===== config.mk =====
export PLATFORM = sky130hd
export DESIGN_NAME = score_event_serializer
export DESIGN_NICKNAME = d
export VERILOG_FILES = /design/src/rtl/score_event_serializer.sv
export SDC_FILE = /design/constraint.sdc
export NUM_CORES = 1
export LEC_CHECK = 0
export ABC_AREA = 1
export CORE_ASPECT_RATIO = 0.9
export CORE_MARGIN = 2
export CORE_UTILIZATION = 45
export CTS_CLUSTER_SIZE = 20
export DETAILED_ROUTE_END_ITERATION = 10
export PLACE_DENSITY = 0.69
export SYNTH_ARGS = -nofsm -noshare
export SYNTH_HDL_FRONTEND = slang
export SYNTH_SLANG_ARGS = --single-unit

===== constraint.sdc =====
create_clock -name clk -period 2.17 [get_ports clk]
set_input_delay 0.217 -clock clk [delete_from_list [all_inputs] [get_ports clk]]
set_output_delay 0.217 -clock clk [all_outputs]
set_load 0.02 [all_outputs]

===== src/rtl/score_event_serializer.sv =====
// Point-award FIFO, single-point score_signal serializer and round timer for the score display.
// Optional macro HIT_COMBO_EN: awards accepted within COMBO_WINDOW ticks of the last nonzero award are doubled.
module score_event_serializer #(
    parameter int FIFO_DEPTH   = 4,
    parameter int GAP_CYCLES   = 8,
    parameter int TICK_DIV     = 50000000,
    parameter int GAME_TICKS   = 60,
    parameter int COMBO_WINDOW = 2
) (
    input  logic       clk,
    input  logic       rst,
    input  logic       start,
    input  logic       hit_valid,
    input  logic [3:0] hit_points,
    output logic       hit_ready,
    output logic       score_signal,
    output logic [3:0] get_score,
    output logic       game_end,
    output logic       busy,
    output logic [7:0] time_left
);
    localparam int AW    = $clog2(FIFO_DEPTH);
    localparam int PW    = AW + 1;
    localparam int DIV_W = (TICK_DIV > 1) ? $clog2(TICK_DIV) : 1;
    localparam int TMR_W = $clog2(GAME_TICKS + 1);
    localparam int GAP_W = $clog2(GAP_CYCLES);
    localparam logic [DIV_W-1:0] DIV_MAX  = DIV_W'(TICK_DIV - 1);
    localparam logic [TMR_W-1:0] TMR_LOAD = TMR_W'(GAME_TICKS);
    localparam logic [GAP_W-1:0] GAP_LOAD = GAP_W'(GAP_CYCLES - 1);
    localparam logic [7:0]       TL_IDLE  = (GAME_TICKS > 255) ? 8'd255 : 8'(GAME_TICKS);

    typedef enum logic [1:0] {S_IDLE, S_RUN, S_END} state_t;

    state_t            state_q, state_d;
    logic [DIV_W-1:0]  div_q, div_d;
    logic [TMR_W-1:0]  timer_q, timer_d;
    logic [PW-1:0]     wr_q, wr_d, rd_q, rd_d;
    logic              active_q, active_d;
    logic [3:0]        rem_q, rem_d;
    logic [GAP_W-1:0]  gap_q, gap_d;
    logic              sig_q, sig_d;
    logic [3:0]        gs_q, gs_d;
    logic [3:0]        mem_q [FIFO_DEPTH];

    logic       empty, full, push, tick, enter_run, end_entry;
    logic [3:0] head, push_data;

    assign empty     = (wr_q == rd_q);
    assign full      = (wr_q[AW] != rd_q[AW]) && (wr_q[AW-1:0] == rd_q[AW-1:0]);
    assign head      = mem_q[rd_q[AW-1:0]];
    assign tick      = (state_q == S_RUN) && (div_q == DIV_MAX);
    assign enter_run = (state_q != S_RUN) && start;
    assign end_entry = tick && (timer_q == TMR_W'(1));
    assign hit_ready = (state_q == S_RUN) && !full;
    assign push      = hit_valid && hit_ready && !end_entry;

`ifdef HIT_COMBO_EN
    localparam int AGE_W = $clog2(COMBO_WINDOW + 2);
    localparam logic [AGE_W-1:0] AGE_MAX = AGE_W'(COMBO_WINDOW + 1);

    logic             combo_vld_q, combo_vld_d;
    logic [AGE_W-1:0] age_q, age_d;

    function automatic logic [3:0] sat_double(input logic [3:0] p);
        logic [4:0] d;
        d = {p, 1'b0};
        return (d > 5'd15) ? 4'd15 : d[3:0];
    endfunction

    assign push_data = (combo_vld_q && (age_q < AGE_MAX)) ? sat_double(hit_points) : hit_points;

    // Age counts ticks since the last nonzero accept and saturates just past the window.
    always_comb begin
        combo_vld_d = combo_vld_q;
        age_d       = age_q;
        if (tick && (age_q != AGE_MAX)) age_d = age_q + AGE_W'(1);
        if (push && (hit_points != 4'd0)) begin
            combo_vld_d = 1'b1;
            age_d       = '0;
        end
        if (enter_run) begin
            combo_vld_d = 1'b0;
            age_d       = '0;
        end
    end

    always_ff @(posedge clk) begin
        if (!rst) begin
            combo_vld_q <= 1'b0;
            age_q       <= '0;
        end else begin
            combo_vld_q <= combo_vld_d;
            age_q       <= age_d;
        end
    end
`else
    assign push_data = hit_points;
`endif

    always_comb begin
        state_d  = state_q;
        div_d    = div_q;
        timer_d  = timer_q;
        wr_d     = wr_q;
        rd_d     = rd_q;
        active_d = active_q;
        rem_d    = rem_q;
        gap_d    = gap_q;
        sig_d    = sig_q;
        gs_d     = gs_q;
        if (push) wr_d = wr_q + PW'(1);
        case (state_q)
            S_RUN: begin
                div_d = tick ? '0 : div_q + DIV_W'(1);
                if (tick) timer_d = timer_q - TMR_W'(1);
                // An award stays active through the trailing gap so the next pop keeps edge spacing.
                if (active_q && (gap_q != '0)) begin
                    gap_d = gap_q - GAP_W'(1);
                end else if (active_q && (rem_q != 4'd0)) begin
                    sig_d = ~sig_q;
                    rem_d = rem_q - 4'd1;
                    gap_d = GAP_LOAD;
                end else if (!empty) begin
                    rd_d     = rd_q + PW'(1);
                    rem_d    = head;
                    gs_d     = head;
                    active_d = (head != 4'd0);
                    gap_d    = '0;
                end else begin
                    active_d = 1'b0;
                end
                if (end_entry) begin
                    state_d  = S_END;
                    wr_d     = '0;
                    rd_d     = '0;
                    active_d = 1'b0;
                    rem_d    = 4'd0;
                    gap_d    = '0;
                    sig_d    = sig_q;
                    gs_d     = gs_q;
                end
            end
            default: begin
                if (start) begin
                    state_d = S_RUN;
                    timer_d = TMR_LOAD;
                    div_d   = '0;
                end
            end
        endcase
    end

    always_ff @(posedge clk) begin
        if (!rst) begin
            state_q  <= S_IDLE;
            div_q    <= '0;
            timer_q  <= TMR_LOAD;
            wr_q     <= '0;
            rd_q     <= '0;
            active_q <= 1'b0;
            rem_q    <= 4'd0;
            gap_q    <= '0;
            sig_q    <= 1'b0;
            gs_q     <= 4'd0;
        end else begin
            state_q  <= state_d;
            div_q    <= div_d;
            timer_q  <= timer_d;
            wr_q     <= wr_d;
            rd_q     <= rd_d;
            active_q <= active_d;
            rem_q    <= rem_d;
            gap_q    <= gap_d;
            sig_q    <= sig_d;
            gs_q     <= gs_d;
        end
    end

    always_ff @(posedge clk) begin
        if (push) mem_q[wr_q[AW-1:0]] <= push_data;
    end

    always_comb begin
        case (state_q)
            S_RUN:   time_left = (32'(timer_q) > 32'd255) ? 8'd255 : 8'(timer_q);
            S_END:   time_left = 8'd0;
            default: time_left = TL_IDLE;
        endcase
    end

    assign score_signal = sig_q;
    assign get_score    = gs_q;
    assign game_end     = (state_q == S_END);
    assign busy         = active_q || !empty;

endmodule


==> results.md <==
- Total Negative Setup Slacks: 0 ns
- post-synthesis share of cell area spent on and, or, nand and nor gates: 37.25%
- period utilization: 94.96%
- fin cells: 710
- Tightest Hold Check Type: reg -> reg
- drt pass-1 iters: 5
- worst setup skew after layout: 0.01433 ns
- dpl cells: 694
- Final Setup Violations: 0
- met2 WL: 4087 um
- hold path startpoint: div_q[24]
- DRT Wirelength: 9027 um
- worst-path cell chain: nand2_4 > inv_4 > o21ai_1 > inv_1 > clkdlybuf4s50_1
- Max FO, Critical Path: 17
- area added between synthesis and finish: 13.64%
- initial DRC count: 263
- run status: completed
- Critical-path top delay cell: sky130_fd_sc_hd__clkdlybuf4s50_1
- layout cell share with drive strength beyond 1: 11.68%
- final-report max-slew violation count: 0
- asr flop ratio synth: 0%
- number of max-cap violations: 0
- VDD IR-drop max: 0.2696 mV
- number of global-route vias before repair: 3259
- signal arrival time at the worst endpoint: 1.84 ns
- total number of nets in the final design: 606
- Synthesis Warnings: 0
- Core Rows: 32
- clock latency on the worst-skew pair: 0.35 ns
- detailed-routing wirelength on met1: 4402 um
- Largest stage delay, worst path: 0.60 ns
- Cells after Synth: 558
- crit end category: output pin
- min cycle time layout: 2.061 ns
- XOR/XNOR Fraction of Synth Area: 2.627%
- length in cells of the worst reg-to-reg path: 8
- share of synthesized area spent on multiplexers: 0%
- Power per Cell Area: 669.3 nW/um^2
- routed length on met3: 382 um
- r2r startpoint: div_q[0]
- number of buffers created by CTS: 9
- # port buffers: 21
- Highest Signal Layer: met4
- mean post-synth cell area: 7.169 sq um
- reg-to-reg critical path endpoint: mem_q[3][3]
- largest family of logic cells by synthesized area: simple AND/OR/NAND/NOR gates
- final antenna diode count: 0
- count of cell types in the netlist: 40
- hold violation count in the final report: 0
- core area: 8608 sq um
- drt drc: 0
- Root Driver: sky130_fd_sc_hd__clkbuf_8
- global-route wire length before repair: 15220 um
- maximum number of pins on one net before global-route repair: 23
- number of flip-flops and latches in the synthesized netlist: 71
- via density per instance: 5.076
- count of antenna-violating nets left after detailed routing: 0
- minimum setup slack among reg-to-reg paths: 0.25 ns
- clock transition at the register clock pins on the worst setup and hold paths after CTS: 0.08 ns
- number of antenna violations at the first check in global routing: 0
- post-synthesis share of cell area spent on full adders, half adders and majority gates: 3.754%
- Compound-Gate Fraction of Synth Area: 7.976%
- Post-Synthesis Cell Area: 4000 sq um
- TritonCTS clock tree: built
- number of buffers on the longest clock path: 2
- mean routed wirelength per cell: 12.71 um
- number of enable flip-flop cells after synthesis: 16
- static leakage: 1.830 nW
- Max H-tree Level: 3
- count of hold buffers inserted by post-cts repair: 0
- initial cell density of the core: 46.47%
- remaining global-route overflow: 0
- sequential share of the synthesized area: 39.54%
- Fmax achieved: 485.3 MHz
- die boundary height: 93.45 um
- die width: 103.4 um
- DP Wirelength: 6652 um
- path type of the worst setup path: reg -> out
- count of pins on the block boundary: 24
- Hold Path End: div_q[24]
- setup repair after global routing missed its margin: false
- Worst setup SP type: flop
- hold path depth: 2
- overall routing resource usage: 20.13%
- routed via count: 3604
- fill cell count: 856
- area enclosed by the die boundary: 9660 sq um
- main flop type after synthesis: sky130_fd_sc_hd__dfxtp_1
- data required time at the worst endpoint: 1.95 ns
- final weighted congestion in routability-driven placement: 0.8912
- count of clock tree sinks: 71
-- report_power, final --
part / switching [mW] / total [mW] / internal [mW] / leakage [nW]
clock: 0.542 / 1.08 / 0.543 / 0.104
sequential: 0.0399 / 1.44 / 1.40 / 0.591
combinational: 0.331 / 0.521 / 0.189 / 1.14
total: 0.913 / 3.04 / 2.13 / 1.83
-- critical path, delay by kind of cell (launching register included) --
family	cells	cell delay (ns)
AOI/OAI and AO/OA	1	0.13
buffers and inverters	3	0.85
and+or+nand+nor	1	0.12
DFF	1	0.40
-- state kept, by name (all words and copies together), names as in the netlist, named ones only --
register      flops
div_q            26
mem_q            16
timer_q           6
get_score         4
rem_q             4
gap_q             3
rd_q              3
wr_q              3
state_q           2
active_q          1
score_signal      1
-- area by class of cell --
cell class	instances	area, sq um	area share (%)
clock buffer	9	123.9	2.725
multi-input combinational	401	2072	45.58
inverter	76	289.0	6.358
tap	119	148.9	3.276
sequential	71	1583	34.82
timing repair buffer	27	250.2	5.505
clock inverter	7	78.83	1.734
-- synth_stat cells (all sizes together), types with 2 or more instances --
cell    count  area (sq um)
xnor2       4         35.03
buf         7         46.29
nand2     148         603.1
nand3      63         355.3
nor3       11         86.34
a21oi      35         175.2
nand4      15         93.84
nor2       68         295.3
ha         12         150.1
o21ai      19         95.09
dfxtp      55          1101
xor2        8         70.07
or2         8         50.05
edfxtp     16         480.5
o22ai       2         12.51
inv        75         284.0
clkbuf      4         15.01
-- how the worst max path moves through the flow --
| stage | from | slack, ns | endpoint | cells after the start |
|---|---|---|---|---|
| finish | state_q[0] | 0.11 | hit_ready | 5 |
| global route | rd_q[0] | 0.01 | busy | 5 |
| CTS | wr_q[0] | 0.02 | hit_ready | 5 |
| detailed placement | state_q[1] | 0.24 | mem_q[3][3] | 7 |
| global placement | div_q[0] | 0.34 | mem_q[2][1] | 8 |
| floorplan | div_q[0] | 0.57 | mem_q[0][0] | 8 |
-- cells in the final DEF, fill, tap and decap left out, types with 8 or more instances in the layout --
cell                              netlist  final
sky130_fd_sc_hd__nand3_1               58     58
sky130_fd_sc_hd__xor2_1                 8      8
sky130_fd_sc_hd__a21oi_1               35     35
sky130_fd_sc_hd__edfxtp_1              16     16
sky130_fd_sc_hd__ha_1                  12     12
sky130_fd_sc_hd__inv_1                 68     67
sky130_fd_sc_hd__o21ai_0               17     16
sky130_fd_sc_hd__clkbuf_8               0      9
sky130_fd_sc_hd__nor2_1                58     58
sky130_fd_sc_hd__nand4_1               15     15
sky130_fd_sc_hd__clkdlybuf4s50_1        0     17
sky130_fd_sc_hd__nand2_2               10     10
sky130_fd_sc_hd__dfxtp_1               55     54
sky130_fd_sc_hd__nand2_1              135    135
-- per-stage QoR --
step           power (mW)  hold slack, ns  util (%)  worst slack (ns)  instance area [sq um]
2_1_floorplan       1.826          0.3159         -            0.5684                   4004
3_3_place_gp        1.979          0.4519     50.49            0.3425                   4347
3_5_place_dp        1.990          0.4593     50.49            0.2361                   4347
4_1_cts             3.060          0.4707     52.79           0.01699                   4544
5_1_grt             3.198          0.4915     52.81           0.01469                   4546
6_report            3.042          0.4675     52.81            0.1094                   4546
-- timing repair --
action | in CTS | in global routing
endpoints found under the setup margin | 4 | 2
gates cloned | 0 | 0
pin swaps | 0 | 0
hold endpoints to repair | 0 | 0
resized for setup | 4 | 3
setup buffers | 0 | 0
-- logic make-up after synthesis --
group,count (synthesis)
fa+ha+maj,12
compound gates,61
simple gates,314
other cells,1
buf+inv,87
flops,71
xor+xnor,12
-- routing by layer --
metal  vias up  global-route usage (%)
li1       1857                       -
met1      1641                   28.47
met2        92                   31.02
met3        14                   3.363
met4         0                   6.689
met5         -                       0
(Power assumes the default switching activity.)
